===== src/rtl/mult_pipe.sv =====
// Pipelined RV M-extension multiplier (MUL/MULH/MULHSU/MULHU) with a valid/ready writeback port,
// flush, and an rd-hazard query. One signed (XLEN+1)x(XLEN+1) product serves every op.
module mult_pipe #(
  parameter int unsigned XLEN   = 32,
  parameter int unsigned STAGES = 3,
  parameter int unsigned ADDR_W = 5
) (
  input  logic                             clk,
  input  logic                             rst,
  input  logic                             flush,
  input  logic                             in_valid,
  output logic                             in_ready,
  input  logic [1:0]                       op,
  input  logic [XLEN-1:0]                  a,
  input  logic [XLEN-1:0]                  b,
  input  logic [ADDR_W-1:0]                rd_addr,
  output logic                             out_valid,
  input  logic                             out_ready,
  output logic [XLEN-1:0]                  out_data,
  output logic [ADDR_W-1:0]                out_rd,
  input  logic [ADDR_W-1:0]                hz_rd,
  output logic                             hz_hit,
  output logic [$clog2(STAGES+1)-1:0]      inflight
);

  localparam int unsigned PW   = 2 * XLEN + 2;
  localparam int unsigned CW   = $clog2(STAGES + 1);
  localparam int unsigned LAST = STAGES - 1;

  logic [STAGES-1:0] valid_q, valid_d;
  logic [PW-1:0]     prod_q [STAGES];
  logic [PW-1:0]     prod_d [STAGES];
  logic [1:0]        op_q   [STAGES];
  logic [1:0]        op_d   [STAGES];
  logic [ADDR_W-1:0] rd_q   [STAGES];
  logic [ADDR_W-1:0] rd_d   [STAGES];

  logic                 advance, accept;
  logic                 a_sx, b_sx;
  logic signed [PW-1:0] a_w, b_w, prod;
  logic [PW-1:0]        last_prod;

  // Operand extension: a is signed unless MULHU, b is signed only for MUL/MULH.
  always_comb begin
    a_sx = (op != 2'b11);
    b_sx = ~op[1];
    a_w  = {{(PW - XLEN){a_sx & a[XLEN-1]}}, a};
    b_w  = {{(PW - XLEN){b_sx & b[XLEN-1]}}, b};
    prod = a_w * b_w;
  end

  assign advance  = ~valid_q[LAST] | out_ready;
  assign in_ready = advance & ~flush;
  assign accept   = in_valid & in_ready;

  // Whole-pipe shift on advance; flush only kills valid bits.
  always_comb begin
    valid_d = valid_q;
    prod_d  = prod_q;
    op_d    = op_q;
    rd_d    = rd_q;
    if (advance) begin
      for (int i = 1; i < int'(STAGES); i++) begin
        valid_d[i] = valid_q[i-1];
        prod_d[i]  = prod_q[i-1];
        op_d[i]    = op_q[i-1];
        rd_d[i]    = rd_q[i-1];
      end
      valid_d[0] = accept & (rd_addr != '0);
      if (accept) begin
        prod_d[0] = prod;
        op_d[0]   = op;
        rd_d[0]   = rd_addr;
      end
    end
    if (flush) valid_d = '0;
  end

  always_ff @(posedge clk) begin
    if (rst) begin
      valid_q <= '0;
      for (int i = 0; i < int'(STAGES); i++) begin
        prod_q[i] <= '0;
        op_q[i]   <= '0;
        rd_q[i]   <= '0;
      end
    end else begin
      valid_q <= valid_d;
      prod_q  <= prod_d;
      op_q    <= op_d;
      rd_q    <= rd_d;
    end
  end

  // Result selection happens at the output stage.
  always_comb begin
    last_prod = prod_q[LAST];
    out_valid = valid_q[LAST];
    out_rd    = rd_q[LAST];
    out_data  = (op_q[LAST] == 2'b00) ? last_prod[XLEN-1:0] : last_prod[2*XLEN-1:XLEN];
  end

  // Hazard query and occupancy, combinational off the stage registers.
  always_comb begin
    hz_hit   = 1'b0;
    inflight = '0;
    for (int i = 0; i < int'(STAGES); i++) begin
      if (valid_q[i] && (rd_q[i] == hz_rd)) hz_hit = 1'b1;
      inflight = inflight + CW'(valid_q[i]);
    end
    if (hz_rd == '0) hz_hit = 1'b0;
  end

endmodule


===== config.mk =====
export PLATFORM = sky130hd
export DESIGN_NAME = mult_pipe
export DESIGN_NICKNAME = d
export VERILOG_FILES = /design/src/rtl/mult_pipe.sv
export SDC_FILE = /design/constraint.sdc
export NUM_CORES = 2
export LEC_CHECK = 0
export BUFFER_PORTS_ARGS = -buffer_cell sky130_fd_sc_hd__buf_2
export CORE_MARGIN = 4
export CORE_UTILIZATION = 25
export DETAILED_ROUTE_END_ITERATION = 8
export PLACE_DENSITY = 0.4
export SKIP_LAST_GASP = 1
export SYNTH_ARGS = -nofsm -noshare
export SYNTH_HDL_FRONTEND = slang
export SYNTH_SLANG_ARGS = --single-unit
export TNS_END_PERCENT = 30

===== constraint.sdc =====
create_clock -name clk -period 12.9 [get_ports clk]
set_input_delay 2.58 -clock clk [delete_from_list [all_inputs] [get_ports clk]]
set_output_delay 2.58 -clock clk [all_outputs]
set_load 0.05 [all_outputs]

==> Word-level counts from Yosys, hierarchy flattened <==
Cells that the tools add are included.
{ "totals": {"regBits": 216, "input_bits": 81, "out_inout_bits": 42, "word_cells": 39} }
{ "op_classes": {"addsub": 2, "multipliers": 1, "n_eq_ne": 4, "n_mux": 5, "bitwise": 9, "reduce_logical": 8} }
{ "ops": {"columns": ["op", "n"], "rows": [
  ["$mul 33x33->64", 1],
  ["$mux 32", 1],
  ["$eq 5x5->1", 3],
  ["$and 1x1->1", 5],
  ["$logic_not 5->1", 1],
  ["$reduce_bool 5->1", 1],
  ["$mux 1", 4],
  ["$logic_and 1x1->1", 3],
  ["$not 1->1", 3],
  ["$add 1x1->2", 1],
  ["$add 2x1->2", 1],
  ["$logic_not 2->1", 1],
  ["$ne 2x2->1 const B", 1],
  ["$reduce_and 2->1", 1],
  ["$reduce_or 2->1", 1],
  ["$or 1x1->1", 1]
]} }

==> Depth between registers and ports, before layout <==
{ "depth": {"word_depth": 6, "depth_mapped": 31, "depth_no_buf": 29} }

==> Worst setup path before layout <==
Ideal clock, no wire load.
{ "synth_timing": {"path_kind": "input port to flip-flop", "start": "input port a[31]", "end": "register prod_q[194] (netlist bit)", "setup_ns": 0.117, "arrival_time_ns": 10.392, "required_time_ns": 12.783, "slack_ns": 2.391, "stages": 24, "path_buffers": 2, "path_cell_list": "a21boi_0 clkbuf_1 clkbuf_1 nand2_1 fa_1 fa_1 inv_1 fa_1 inv_1 fa_1 inv_1 fa_1 fa_1 inv_1 fa_1 fa_1 inv_1 ha_1 and2_1 or2_2 a211oi_1 o31ai_4 or4_1 a32o_1"} }
{ "synth_between": {"elab_chain_cells": 2} }
{ "synth_rtl": {"columns": ["element", "line", "source"], "rows": [
  ["start: declaration", "14", "input logic [XLEN-1:0] a,"],
  ["$and 1x1->1", "47", "a_w = {{(PW - XLEN){a_sx & a[XLEN-1]}}, a};"],
  ["$mul 33x33->64 (*)", "49", "prod = a_w * b_w;"],
  ["end signal: assignment", "89", "prod_q <= prod_d;"],
  ["end: declaration", "31", "logic [PW-1:0] prod_q [STAGES];"]
]} }
Every way passes the cells marked *; elsewhere a longest branch is shown, timed or not.
A chain may end at the register's enable or synchronous reset.

==> Final worst setup path <==
Same ends and word-level chain as after synthesis.

==> flow_metrics.tcl <==
set metrics [dict create \
    status "finished clean" \
    synth_edf_count 0 \
    cts_buffers 23 \
    drcViolationCount 0 \
    final_common_cell "nand2_1" \
    insertion_delay_ns 0.53 \
    tightest_slew_ns 1.06 \
    crit_arrival_ns 11.09 \
    post_drt_wl_per_cell_microns 18.5 \
    routed_wl_mm 137 \
    yosysUniqueCellTypes 80 \
    cts_hold_buf 0 \
    drt.antenna.violating_nets 0 \
    io_pins 123 \
    required_ns 13.31 \
    slew_headroom 0.296 \
    synth_seq_cells 216 \
    layout_common_cells "nand2_1, fa_1, inv_1, and2_1, a21oi_1" \
    antenna_found_initial 6 \
    clk_pin_slew_ns 0.06 \
    area_growth_pct 7.73 \
    clock_sinks 216 \
    initial_core_util 0.252 \
    drt_iter0_markers 1532 \
    syn_avg_cell_area_sq_um 8.92 \
    skew_ns 0.0188 \
    min_period_ns 10.68 \
    cts_root_buf "clkbuf_16" \
    fin_crit_sh 0.828 \
    dr_total_vias 32300 \
    grt_setup_unrepaired "false" \
    clk_path_buf_depth 3 \
    die_h_microns 436 \
    hpwlAfterDp_mm 112 \
    place_congestion 0.821 \
    syn_nets 6558 \
    cp_max_fo 31 \
    final_net_count 6452 \
    syn-instance-count 5139 \
    yosysSeqAreaShare 0.0944 \
    syn_area_sq_mm 0.0458 \
    viasPerCell 4.35 \
    hold_violations 0 \
    worstSetupEndpoint "prod_q[194]" \
    critPathCaptureType "flop" \
    grt_overflow 0 \
    fmax_mhz 93.6 \
    rows 156 \
    grt_max_degree 100 \
    worstSetupPathType "in2reg" \
    post_cts_buffers 0 \
    crit_start "a[31]" \
    die_area_sq_mm 0.190 \
    fillerInstances 19700 \
    rrSetupSlack_ns 10.19 \
    ys_async_sr_fraction 0 \
    die_x_microns 436 \
    grt_pass1_wl_mm 221 \
    slew_violations 0 \
    reg2reg_to "prod_q[194]" \
    r2r-start "valid_q[2]" \
    first_global_vias 36300 \
    track_usage 0.147 \
    core_sq_mm 0.182 \
    drive_above_1_share 0.0543 \
    ff2ff_path_depth 9 \
    setup_violations 0 \
    first_pass_iters 7 \
    port_buffers 122 \
    ys.flop_type "dfxtp_1" \
    synth_warnings 0 \
    hold_class "reg2reg" \
    cts_resized 0 \
    cts_tree "built" \
    htreeDepth 1 \
    maxCapViolCount 0 \
    finalSetupTns_ns 0 \
    crit_path_start_kind "input pin" \
]
final cells by class:
type | count | area [sq um] | area share
diodes | 2 | 5.00 | 0.000101
clock buffers | 34 | 667 | 0.0135
clock inverters | 6 | 75.1 | 0.00152
inverters | 1106 | 4150 | 0.0841
multi-input cells | 3521 | 36200 | 0.734
flip-flops and latches | 216 | 4320 | 0.0876
well taps | 2370 | 2970 | 0.0601
repair buffers | 165 | 940 | 0.0190
worst min-delay path by stage:
stage	start	end	slack, ns	cells after the start
finish	last_prod[45]	last_prod[45]	0.45	2
detailed placement	last_prod[19]	last_prod[19]	0.44	2
floorplan	last_prod[0]	last_prod[0]	0.43	2
CTS	prod_q[181]	prod_q[115]	0.44	2
global route	prod_q[184]	prod_q[118]	0.46	2
global placement	last_prod[62]	last_prod[62]	0.44	2
metrics by stage:
stage | utilization | setup slack [ns] | std cells | area [sq um] | hold slack (ns)
2_1_floorplan | - | 2.39 | 5139 | 45800 | 0.428
3_3_place_gp | 0.268 | 1.69 | 7378 | 48600 | 0.438
3_5_place_dp | 0.268 | 1.62 | 7378 | 48600 | 0.442
4_1_cts | 0.272 | 2.19 | 7418 | 49400 | 0.441
5_1_grt | 0.272 | 1.78 | 7418 | 49400 | 0.462
6_report | 0.272 | 2.22 | 7420 | 49400 | 0.447
state kept, by name, indices dropped and copies added, names as in the netlist:
name,cells
prod_q,128
last_prod,64
rd_q,10
op_q,6
out_rd,5
valid_q,3
critical path, stage by stage:
cell	delay [ns]
buf_2	0.10
a21boi_2	0.14
buf_4	0.23
nand2_1	0.16
inv_1	0.10
fa_1	0.54
inv_1	0.13
fa_1	0.56
inv_1	0.07
fa_1	0.75
inv_1	0.26
fa_1	1.05
inv_1	0.31
fa_1	0.53
fa_1	0.42
inv_1	0.08
fa_1	0.44
fa_1	0.49
inv_1	0.04
ha_1	0.37
and2_1	0.19
or2_2	0.27
a211oi_1	0.37
o31ai_4	0.16
or4_1	0.48
a32o_1	0.23
synth_stat cells, drive strengths merged (10+ instances only):
cell / count / area share
xor2: 31 / 0.0059
nand4: 10 / 0.0014
mux2: 32 / 0.0079
a21oi: 261 / 0.029
buf: 22 / 0.0025
nor2: 67 / 0.0055
inv: 1106 / 0.091
o21ai: 27 / 0.0031
fa: 1126 / 0.49
or2: 10 / 0.0014
a211oi: 10 / 0.0017
nor3: 13 / 0.0015
nand2: 1143 / 0.094
dfxtp: 216 / 0.094
nand3: 20 / 0.0022
a31oi: 12 / 0.0023
a21o: 33 / 0.0054
clkbuf: 274 / 0.022
xnor2: 57 / 0.011
and2: 352 / 0.048
ha: 212 / 0.058
cell families (layout without fill, tap and decap cells):
kind of cell | count (synthesis) | count (layout) | share of synthesized area
simple gates | 1652 | 1652 | 0.159
flops | 216 | 216 | 0.0944
fa+ha+maj | 1338 | 1338 | 0.550
buf+inv | 1402 | 1311 | 0.115
mux | 35 | 35 | 0.00852
xor+xnor | 88 | 88 | 0.0168
compound gates | 408 | 408 | 0.0556
other cells | 0 | 2 | 0
routing by layer:
layer | track usage | up-vias | wire length [microns]
li1 | - | 14700 | -
met1 | 0.215 | 17000 | 67100
met2 | 0.247 | 459 | 64800
met3 | 0.00890 | 73 | 3780
met4 | 0.0148 | 0 | 1370
met5 | 0 | - | 0
Power is left out: the tool's default activity adds up to more than one toggle a clock period on the data nets, which glitch-free logic cannot reach.
